$ cat src/rtl/sid_write_arbiter.sv
// Two-requester write arbiter for the SID voice register set.
// Requester A (SPI host) and B (autoplay sequencer) write addr/data over
// valid/ready; ownership can be locked for bursts and drops on idle timeout.
// Each requester has its own frequency low-byte stage for atomic 16-bit commits.
module sid_write_arbiter #(
    parameter bit          FIXED_PRIO_A = 1'b0,
    parameter int unsigned LOCK_TIMEOUT = 16,
    parameter int unsigned TO_W         = 5
) (
    input  logic        clk,
    input  logic        rst_n,
    input  logic        a_valid,
    output logic        a_ready,
    input  logic [2:0]  a_addr,
    input  logic [7:0]  a_data,
    input  logic        a_lock,
    input  logic        b_valid,
    output logic        b_ready,
    input  logic [2:0]  b_addr,
    input  logic [7:0]  b_data,
    input  logic        b_lock,
    output logic [15:0] sid_frequency,
    output logic [7:0]  sid_duration,
    output logic [7:0]  sid_attack,
    output logic [7:0]  sid_sustain,
    output logic [7:0]  sid_waveform,
    output logic [7:0]  v2_attack,
    output logic [7:0]  v2_gate_freq,
    output logic [1:0]  owner,
    output logic        wr_strobe
);

    // State encoding doubles as the owner code.
    localparam logic [1:0] ST_IDLE   = 2'b00;
    localparam logic [1:0] ST_LOCK_A = 2'b01;
    localparam logic [1:0] ST_LOCK_B = 2'b10;

    localparam logic [TO_W-1:0] TO_LAST = TO_W'(LOCK_TIMEOUT - 1);

    logic [1:0]      state;
    logic            prio_b;  // 1: B is favoured on the next contested IDLE cycle
    logic [TO_W-1:0] to_cnt;
    logic [7:0]      stage_a;
    logic [7:0]      stage_b;

    logic            gnt_a;
    logic            gnt_b;
    logic            wr_en;
    logic [2:0]      w_addr;
    logic [7:0]      w_data;
    logic [7:0]      w_stage;
    logic            own_valid;
    logic            own_lock;

    // Combinational grant; never asserted without valid or during reset.
    always_comb begin
        gnt_a = 1'b0;
        gnt_b = 1'b0;
        if (rst_n) begin
            case (state)
                ST_LOCK_A: gnt_a = a_valid;
                ST_LOCK_B: gnt_b = b_valid;
                default: begin
                    if (a_valid && b_valid) begin
                        if (FIXED_PRIO_A || !prio_b) gnt_a = 1'b1;
                        else                         gnt_b = 1'b1;
                    end else begin
                        gnt_a = a_valid;
                        gnt_b = b_valid;
                    end
                end
            endcase
        end
    end

    assign a_ready   = gnt_a;
    assign b_ready   = gnt_b;
    assign wr_en     = gnt_a | gnt_b;
    assign w_addr    = gnt_b ? b_addr  : a_addr;
    assign w_data    = gnt_b ? b_data  : a_data;
    assign w_stage   = gnt_b ? stage_b : stage_a;
    assign own_valid = (state == ST_LOCK_B) ? b_valid : a_valid;
    assign own_lock  = (state == ST_LOCK_B) ? b_lock  : a_lock;
    assign owner     = state;

    // Arbitration state: lock FSM, round-robin pointer and idle timeout counter.
    always_ff @(posedge clk) begin
        if (!rst_n) begin
            state  <= ST_IDLE;
            prio_b <= 1'b0;
            to_cnt <= '0;
        end else begin
            if (gnt_a)      prio_b <= 1'b1;
            else if (gnt_b) prio_b <= 1'b0;
            case (state)
                ST_LOCK_A, ST_LOCK_B: begin
                    if (own_valid) begin
                        to_cnt <= '0;
                        if (!own_lock) state <= ST_IDLE;
                    end else if (to_cnt == TO_LAST) begin
                        to_cnt <= '0;
                        state  <= ST_IDLE;
                    end else begin
                        to_cnt <= to_cnt + TO_W'(1);
                    end
                end
                default: begin
                    to_cnt <= '0;
                    if (gnt_a && a_lock)      state <= ST_LOCK_A;
                    else if (gnt_b && b_lock) state <= ST_LOCK_B;
                    else                      state <= ST_IDLE;
                end
            endcase
        end
    end

    // Register file update from the granted beat, plus the write strobe.
    always_ff @(posedge clk) begin
        if (!rst_n) begin
            stage_a       <= '0;
            stage_b       <= '0;
            sid_frequency <= '0;
            sid_duration  <= '0;
            sid_attack    <= '0;
            sid_sustain   <= '0;
            sid_waveform  <= '0;
            v2_attack     <= '0;
            v2_gate_freq  <= '0;
            wr_strobe     <= 1'b0;
        end else begin
            wr_strobe <= wr_en;
            if (wr_en) begin
                case (w_addr)
                    3'd0: begin
                        if (gnt_b) stage_b <= w_data;
                        else       stage_a <= w_data;
                    end
                    3'd1: sid_frequency <= {w_data, w_stage};
                    3'd2: sid_duration  <= w_data;
                    3'd3: v2_attack     <= w_data;
                    3'd4: sid_attack    <= w_data;
                    3'd5: sid_sustain   <= w_data;
                    3'd6: sid_waveform  <= w_data;
                    3'd7: v2_gate_freq  <= w_data;
                endcase
            end
        end
    end

endmodule

$ cat config.mk
export PLATFORM = sky130hd
export DESIGN_NAME = sid_write_arbiter
export DESIGN_NICKNAME = d
export VERILOG_FILES = /design/src/rtl/sid_write_arbiter.sv
export SDC_FILE = /design/constraint.sdc
export NUM_CORES = 1
export LEC_CHECK = 0
export BUFFER_PORTS_ARGS = -buffer_cell sky130_fd_sc_hd__buf_2
export CORE_MARGIN = 2
export CORE_UTILIZATION = 42
export DETAILED_ROUTE_END_ITERATION = 10
export PLACE_DENSITY = 0.65
export SETUP_SLACK_MARGIN = 0.02
export SLEW_MARGIN = 10
export SYNTH_ARGS = -nofsm -noshare
export SYNTH_HDL_FRONTEND = slang
export SYNTH_SLANG_ARGS = --single-unit
$ cat constraint.sdc
create_clock -name clk -period 6.1 [get_ports clk]
set_input_delay 0.915 -clock clk [delete_from_list [all_inputs] [get_ports clk]]
set_output_delay 0.915 -clock clk [all_outputs]
set_load 0.05 [all_outputs]
==> results.cfg, run 1 <==
[grt]
grt_max_degree = 60
grt_overflow = 0
grt_pass1_wl_mm = 15.4
grt_usage_pct = 19.5
antenna_found_initial = 0
grt_pass1_vias = 2897

[yosys]
postSynthAreaPerCell_um2 = 10.1
yosysSeqAreaShare_pct = 44.6
ys_top_cells_by_area = dfxtp_1, mux2i_1, nand2_1
ys.flop_type = dfxtp_1
syn-cell-area_um2 = 4000
ys_seq_elements = 89
syn-num-nets = 429
async_flop_share_pct = 0
netlist.area_leader.share_pct = 44.6
syn_inst = 397
synth-edff-count = 0
yosys_warnings = 0
synth_cell_type_count = 46
yosysTopAreaCell = dfxtp_1

[critical_path]
crit_start = rst_n
worstPathRequired_ns = 5.18
critPathMaxFanout = 45
r2r_end = v2_gate_freq[7]$_SDFFE_PN0P_
slowest_stage = buf_2
worstPathCellList = buf_2 -> o211ai_4 -> nor2_8 -> buf_2
cp-start-kind = primary input
crit_path_frequent_cell = buf_2
criticalPathCategory = primary input to output port
worstPathArrival_ns = 2.63
ff2ff_setup_slack_ns = 3.06
critical_path.endpoint_type = output port
max_stage_delay_ns = 0.61
ff2ff_path_depth = 6
r2r-start = owner[0]$_SDFFE_PN0P_

[pwr]
p_per_area_nw_per_um2 = 246
ir_drop_v = 0.000129
leakage_uw = 0.00224

[timing]
clock.fmax_mhz = 282
holdWs_ns = 0.455
setup_viol = 0
min_period_ns = 3.54
hold_violations = 0
worst_pin_slew_ns = 1.14
period_share_pct = 58.1
slew_headroom_pct = 24.0
fin_skew_ns = 0.0121
rsz0062_at_grt = no
slew_viol_final = 0
setup_tns_ns = 0

[clock_network]
cts-htree-levels = 3
worst_skew_pair.late_latency_ns = 0.37
hold_buffers = 0
cts_max_path_buffers = 2
post_cts_resized = 0
cts-root-buf = clkbuf_8
numClockSinks = 89
cts_buffers = 9
path_clk_slew_ns = 0.10
cts_tree = yes
post_cts_buffers = 0

[routing]
drc_errors = 0
wl_per_cell_um = 15.7
avgViaCountPerCell = 5.08
num_vias = 3109
antenna_left = 0
dr.pass1.iters = 4
routed_wl_mm = 9.63
initialDrtViolationCount = 168

[floorplan]
core_area_um2 = 9240
die_area_um2 = 10300
die_w_um = 102
initial_utilization_pct = 43.2
io_pins = 97
dieHeight_um = 102
row_count = 35

[placed_design]
io_buffers = 96
hpwl_mm = 6.85
place.gp.congestion = 0.832

[min_path]
hold_path_class = flip-flop to flip-flop
hold_depth = 1
worstHoldEndpoint = to_cnt[0]$_SDFF_PP0_
hp-start = to_cnt[0]$_SDFF_PP0_

[layout]
antenna_cells = 0
drive_gt1_share_pct = 27.7
nets = 510
areaGrowthSynthToFinish_pct = 17.0

[run_status]
status = complete, no violations

[job]
maxCapViolations = 0
area by class of cell:
class	count	area, um^2
Fill cell	900	4570
Multi-Input combinational cell	274	2020
Sequential cell	89	1780
Timing Repair Buffer	97	488
Tap cell	129	161
Clock buffer	9	124
Clock inverter	7	68.8
Inverter	7	26.3
power by group:
group / switching, uW / internal (uW)
Clock: 239 / 161
Combinational: 110 / 42.6
Sequential: 6.13 / 592
routing by layer:
layer / GRT usage (%) / share of wire [%]
met3: 4.49 / 6.9
met5: 0 / 0
met1: 29.5 / 50
met4: 5.20 / 1.9
met2: 27.8 / 42
worst max-delay path by stage:
stage | slack (ns) | end | depth (start not counted)
floorplan | 3.03 | b_ready | 7
global placement | 2.59 | v2_gate_freq[5]$_SDFFE_PN0P_ | 5
detailed placement | 2.49 | v2_gate_freq[7]$_SDFFE_PN0P_ | 5
CTS | 2.54 | b_ready | 4
global route | 2.40 | b_ready | 4
finish | 2.56 | b_ready | 4
cells in the final DEF, fill, tap and decap left out, types with 3 or more instances in the layout:
| cell | n |
|---|---|
| a21boi_0 | 11 |
| a21oi_1 | 8 |
| a21oi_2 | 3 |
| a32oi_4 | 4 |
| and3_1 | 10 |
| buf_2 | 96 |
| clkbuf_8 | 9 |
| dfxtp_1 | 89 |
| ha_1 | 4 |
| inv_1 | 6 |
| inv_8 | 3 |
| mux2i_1 | 73 |
| nand2_1 | 68 |
| nand3_1 | 4 |
| nor2_1 | 10 |
| nor2b_1 | 11 |
| nor3b_1 | 8 |
| nor4_1 | 8 |
| o211ai_1 | 8 |
| o21ai_0 | 3 |
| o21ai_1 | 8 |
| or2_2 | 3 |
| or3_1 | 9 |
worst max-delay path: cells and delay by family:
| kind | cells | cell delay, ns |
|---|---|---|
| AOI/OAI and AO/OA | 1 | 0.31 |
| and+or+nand+nor | 1 | 0.43 |
| buffers and inverters | 2 | 0.96 |
synth_stat cells (2+ instances only):
master    count
nand2_1      68
a21oi_1       8
nor2_1       10
nand2b_1      2
clkbuf_1     14
buf_4         2
o21ai_1       8
or3_1         9
dfxtp_1      89
nor3b_1       8
a21boi_0     11
and3_1       10
or2_2         3
nor4_1        8
mux2i_1      73
buf_6         5
a32oi_4       4
nand3_1       4
o211ai_1      8
a21oi_2       3
nor2b_1      11
o21ai_0       3
a21oi_4       2
ha_1          4
inv_1         6
buf_2         4
state kept, by name, indices dropped and copies added (netlist names):
signal and count:
owner 2, prio_b 1, sid_attack 8, sid_duration 8, sid_frequency 16, sid_sustain 8, sid_waveform 8, stage_a 8
stage_b 8, to_cnt 5, v2_attack 8, v2_gate_freq 8, wr_strobe 1
per-stage QoR:
stage,instances,area (um^2),utilization (%),setup slack (ns),total power (uW)
2_1_floorplan,397,4000,-,3.03,724
3_3_place_gp,596,4480,48.5,2.59,762
3_5_place_dp,596,4480,48.5,2.49,764
4_1_cts,612,4670,50.6,2.54,1160
5_1_grt,612,4670,50.6,2.40,1200
6_report,612,4670,50.6,2.56,1150
cells by family after synthesis:
logic type               after synthesis  synth area share [%]
XOR/XNOR                               2                 0.439
flip-flops                            89                  44.6
multiplexers                          73                  18.3
AND/OR/NAND/NOR                      142                  18.8
AO/OA/AOI/OAI                         53                  11.9
buffers and inverters                 34                  4.73
adder cells (fa/ha/maj)                4                  1.25
Note: power is estimated with default switching activity, not from simulation.
==> run 2: changes to the inputs <==
==> constraint.sdc (replaced) <==
create_clock -name clk -period 3.3 [get_ports clk]
set_input_delay 0.495 -clock clk [delete_from_list [all_inputs] [get_ports clk]]
set_output_delay 0.495 -clock clk [all_outputs]
set_load 0.05 [all_outputs]
==> run 2 against run 1 <==
  * Core utilization up 0.85 points
  * Flip-flop and latch count did not move
  * Die area is the same
  * Via count rose by 1.8%
  * Combinational power grew 95%
  * Wire length up 4.5%
==> results.cfg, run 2 (same netlist as run 1, synthesis figures left out) <==
[critical_path]
ff2ff_setup_slack_ns = 0.47
cp-start-kind = flip-flop
criticalPathCategory = flip-flop to output port
r2r_end = sid_frequency[15]$_SDFFE_PN0P_
r2r-start = owner[0]$_SDFFE_PN0P_
worstPathRequired_ns = 2.80
critPathMaxFanout = 16
critical_path.endpoint_type = output port
ff2ff_path_depth = 7
worstPathArrival_ns = 2.49

[floorplan]
dieHeight_um = 102
core_area_um2 = 9240
die_w_um = 102
initial_utilization_pct = 43.2
io_pins = 97
row_count = 35
die_area_um2 = 10300

[clock_network]
cts-root-buf = clkbuf_8
worst_skew_pair.late_latency_ns = 0.36
cts_tree = yes
hold_buffers = 0
numClockSinks = 89
path_clk_slew_ns = 0.10
cts-htree-levels = 3
post_cts_resized = 0
cts_buffers = 9
post_cts_buffers = 0
cts_max_path_buffers = 2

[placed_design]
hpwl_mm = 7.06
dpl_cell_area_um2 = 4560
io_buffers = 96
place.gp.congestion = 0.852
pre_cts_slack_ns = 0.516

[timing]
clock.fmax_mhz = 336
slew_headroom_pct = 28.4
setup_tns_ns = 0
fin_skew_ns = 0.00710
timing.final.ws_setup_ns = 0.320
slew_viol_final = 0
setup_viol = 0
min_period_ns = 2.98
worst_pin_slew_ns = 1.07
rsz0062_at_grt = no
hold_violations = 0
period_share_pct = 90.3

[grt]
grt_pass1_wl_mm = 15.8
grt_overflow = 0
grt_pass1_vias = 2962
grt_usage_pct = 20.1
grt_max_degree = 90
antenna_found_initial = 0

[pwr]
ir_drop_v = 0.000239
leakage_uw = 0.00228
p_per_area_nw_per_um2 = 452
finalPower_uw = 2150

[layout]
top_register = sid_frequency
nets = 520
drive_gt1_share_pct = 29.2
largest_reg_flops = 16
final_common_cell = buf_2
antenna_cells = 0
fillers = 887
fin_util_pct = 51.4
fin_area_um2 = 4750
areaGrowthSynthToFinish_pct = 19.0
final_cell_mix = buf_2, dfxtp_1, mux2i_1

[routing]
wl_per_cell_um = 16.2
drc_errors = 0
antenna_left = 0
avgViaCountPerCell = 5.09
dr.pass1.iters = 4
initialDrtViolationCount = 164
num_vias = 3166
routed_wl_mm = 10.1

[min_path]
hold_depth = 3
worstHoldEndpoint = stage_b[6]$_SDFFE_PN0P_
hold_path_class = primary input to flip-flop
hp-start = b_data[6]

[job]
maxCapViolations = 0

[run_status]
status = complete, no violations
## run 2: where the power goes
group | leakage [uW] | switching [uW] | internal, uW
logic | 0.00146 | 209 | 88.6
registers | 0.000719 | 10.9 | 1090
clock network | 0.0000970 | 447 | 297
## run 2: stage by stage
stage / instances / hold slack, ns
2_1_floorplan: 397 / 0.418
3_3_place_gp: 606 / 0.433
3_5_place_dp: 606 / 0.450
4_1_cts: 622 / 0.399
5_1_grt: 622 / 0.400
6_report: 622 / 0.411
## run 2: final cells by class
class	count	area (um^2)	area share, %
Clock buffer	9	124	2.61
Multi-Input combinational cell	274	2020	42.6
Clock inverter	7	72.6	1.53
Inverter	7	26.3	0.553
Tap cell	129	161	3.40
Timing Repair Buffer	107	563	11.8
Sequential cell	89	1780	37.5
## run 2: per-layer routing
metal  up-vias  share of wire (%)  GRT usage, %  wire [um]
li1       1569                  -             -          -
met1      1483                 49          28.6       4900
met2       102                 43          29.5       4370
met3        12                5.9          5.94        597
met4         0                2.0          6.03        203
met5         -                  0             0          0
## run 2: worst max path at each step
stage | startpoint | endpoint | slack, ns | depth (start not counted)
6_report | owner[0]$_SDFFE_PN0P_ | b_ready | 0.32 | 6
5_1_grt | owner[0]$_SDFFE_PN0P_ | b_ready | 0.20 | 6
4_1_cts | owner[0]$_SDFFE_PN0P_ | b_ready | 0.33 | 6
3_5_place_dp | owner[0]$_SDFFE_PN0P_ | sid_frequency[15]$_SDFFE_PN0P_ | 0.52 | 7
3_3_place_gp | owner[0]$_SDFFE_PN0P_ | sid_frequency[15]$_SDFFE_PN0P_ | 0.63 | 7
2_1_floorplan | owner[0]$_SDFFE_PN0P_ | b_ready | 0.65 | 7
## run 2: worst max-delay path, cell delays in order (launching register included)
cell and delay (ns):
dfxtp_1 0.37, inv_1 0.07, ha_1 0.46, and3b_2 0.38, nor2_8 0.25, buf_4 0.27, buf_2 0.30
==> run 3: changes to the inputs <==
--- a/config.mk
+++ b/config.mk
@@ -5,11 +5,11 @@
 export SDC_FILE = /design/constraint.sdc
 export NUM_CORES = 1
 export LEC_CHECK = 0
+export ABC_AREA = 1
 export BUFFER_PORTS_ARGS = -buffer_cell sky130_fd_sc_hd__buf_2
 export CORE_MARGIN = 2
 export CORE_UTILIZATION = 42
 export DETAILED_ROUTE_END_ITERATION = 10
-export PLACE_DENSITY = 0.65
 export SETUP_SLACK_MARGIN = 0.02
 export SLEW_MARGIN = 10
 export SYNTH_ARGS = -nofsm -noshare
==> run 3 against run 2 <==
  * Total power is 15% higher
  * Flip-flop and latch count is the same
  * Sequential power is essentially flat
  * Fmax rose by 8.1%
  * Non-clock buffer count fell by 8
  * Global-route usage down 0.25 points
  * Setup slack gained 0.22 ns
  * Final cell count grew 36%
  * Largest power group unchanged
==> results.cfg, run 3 <==
[run_status]
status = complete, no violations

[layout]
drive_gt1_share_pct = 22.0
largest_reg_flops = 16
top_register = sid_frequency
areaGrowthSynthToFinish_pct = 15.9
nets = 737
final_cell_mix = nor2_1, nand2_1, buf_2
final_common_cell = nor2_1
antenna_cells = 0

[yosys]
syn_inst = 622
yosysSeqAreaShare_pct = 41.4
syn-cell-area_um2 = 4300
yosys_warnings = 0
netlist.area_leader.share_pct = 41.4
ys_top_cells_by_area = dfxtp_1, nor2_1, nand2_1
synthTopCellsByCount = nor2_1, nand2_1, dfxtp_1
synth-adder-area-share_pct = 1.16
syn-num-nets = 654
synth_xor_area_share_pct = 0.204
synth-compound-area-share_pct = 3.81
synth_cell_type_count = 27
ys_seq_elements = 89
postSynthAreaPerCell_um2 = 6.92
yosysTopAreaCell = dfxtp_1
synth_top_family_by_area = simple AND/OR/NAND/NOR gates
synth-edff-count = 0
async_flop_share_pct = 0
ys.flop_type = dfxtp_1
synthSimpleGateAreaFrac_pct = 42.9
synth_most_common_cell = nor2_1
muxShareOfSynthArea_pct = 0

[clock_network]
cts_buffers = 9
cts_tree = yes
path_clk_slew_ns = 0.09
post_cts_buffers = 0
post_cts_resized = 0
cts_max_path_buffers = 2
worst_skew_pair.late_latency_ns = 0.35
cts-root-buf = clkbuf_8
numClockSinks = 89
cts-htree-levels = 3
hold_buffers = 0

[timing]
rsz0062_at_grt = no
worst_pin_slew_ns = 0.754
min_period_ns = 2.76
timing.final.ws_setup_ns = 0.542
fin_skew_ns = 0.00779
setup_tns_ns = 0
period_share_pct = 83.6
slew_viol_final = 0
clock.fmax_mhz = 363
hold_violations = 0
slew_headroom_pct = 49.6
setup_viol = 0

[pwr]
swShare_pct = 33.6
p_seq_share_pct = 46.0
p_per_area_nw_per_um2 = 494
leakage_uw = 0.00241
internal_power_uw = 1630
pwr-share-clk_pct = 32.5
netSwitchingPower_uw = 829
pwr-share-comb_pct = 21.5
ir_drop_v = 0.000235

[routing]
wl_per_cell_um = 12.6
drc_errors = 0
num_vias = 3902
dr.pass1.iters = 4
antenna_left = 0
avgViaCountPerCell = 4.63
wl_met2_mm = 4.68
wl_met3_um = 677
top_layer = met4
wl_met1_mm = 5.06
routed_wl_mm = 10.6
initialDrtViolationCount = 180

[floorplan]
dieHeight_um = 105
row_count = 36
io_pins = 97
core_area_um2 = 9860
initial_utilization_pct = 43.6
die_w_um = 105
die_area_um2 = 11100

[placed_design]
place.gp.congestion = 0.822
io_buffers = 96
hpwl_mm = 7.17
pre_cts_slack_ns = 0.598

[grt]
antenna_found_initial = 0
grt_pass1_vias = 3736
grt_pass1_wl_mm = 17.8
grt_max_degree = 45
grt_overflow = 0
grt_usage_pct = 19.9

[critical_path]
criticalPathCategory = flip-flop to flip-flop
critical_path.endpoint_type = flip-flop
critPathMaxFanout = 40
worstPathRequired_ns = 3.56
cp-start-kind = flip-flop
worstPathArrival_ns = 3.02

[job]
maxCapViolations = 0

[min_path]
hold_path_class = primary input to flip-flop
==> run 3: cell count changes after synthesis, moves of 11 or more <==
cell / before / now
a21boi_0: 11 / 0
clkbuf_1: 14 / 1
nor2b_1: 11 / 0
nand2_1: 68 / 135
inv_1: 6 / 65
nand3_1: 4 / 88
nor2_4: 0 / 12
nor2_1: 10 / 155
mux2i_1: 73 / 0
==> run 3: critical path: stages, from the launching register on <==
cell and delay, ns:
dfxtp_1 0.38, inv_1 0.06, ha_1 0.46, inv_4 0.07
a21oi_4 0.23, nand2_4 0.29, nand2_1 0.16, nand2_2 0.10
nor2_4 0.59, nand3_1 0.16, nand2_1 0.10, nor2_1 0.04
==> run 3: power by group through the flow <==
stage                     registers, uW  clock network (uW)  logic, uW
after global placement             1160                   0        526
after floorplan                    1270                   0        311
after CTS                          1130                 821        532
final                              1130                 801        530
after global routing               1140                 870        582
after detailed placement           1160                   0        531
==> run 3: kinds of logic (layout without fill, tap and decap cells) <==
kind of cell | count (synthesis) | count (layout)
AOI/OAI and AO/OA | 24 | 24
xor gates and xnor gates | 1 | 1
adders and majority gates | 4 | 4
buffers and inverters | 94 | 182
DFF | 89 | 89
and+or+nand+nor | 410 | 410
==> run 3: area by class of cell <==
| cell class | instances | area [um^2] |
|---|---|---|
| Sequential cell | 89 | 1780 |
| Inverter | 67 | 254 |
| Multi-Input combinational cell | 439 | 2070 |
| Fill cell | 1039 | 4880 |
| Tap cell | 133 | 166 |
| Timing Repair Buffer | 99 | 503 |
| Clock inverter | 5 | 61.3 |
| Clock buffer | 11 | 151 |
==> run 3: final timing paths <==
check	slack (ns)	end	depth (start not counted)	startpoint
hold reg to reg	0.46	to_cnt[0]$_SDFF_PP0_	1	to_cnt[0]$_SDFF_PP0_
setup / recovery	0.54	sid_frequency[3]$_SDFFE_PN0P_	11	owner[0]$_SDFFE_PN0P_
setup reg to reg	0.54	sid_frequency[3]$_SDFFE_PN0P_	11	owner[0]$_SDFFE_PN0P_
hold / removal	0.42	owner[1]$_SDFFE_PN0P_	3	b_lock
==> run 3: per-layer routing <==
layer  up-vias  track usage [%]
li1       2069                -
met1      1698             27.0
met2       120             31.0
met3        15             4.14
met4         0             7.43
met5         -                0
==> run 3: metrics by stage <==
step	area (um^2)	total power, uW	std cells	utilization (%)	hold slack (ns)
after CTS	4990	2490	843	50.6	0.417
after floorplan	4300	1580	622	-	0.418
after detailed placement	4770	1690	827	48.4	0.446
after global routing	4990	2590	843	50.6	0.419
final	4990	2460	843	50.6	0.424
after global placement	4770	1680	827	48.4	0.431
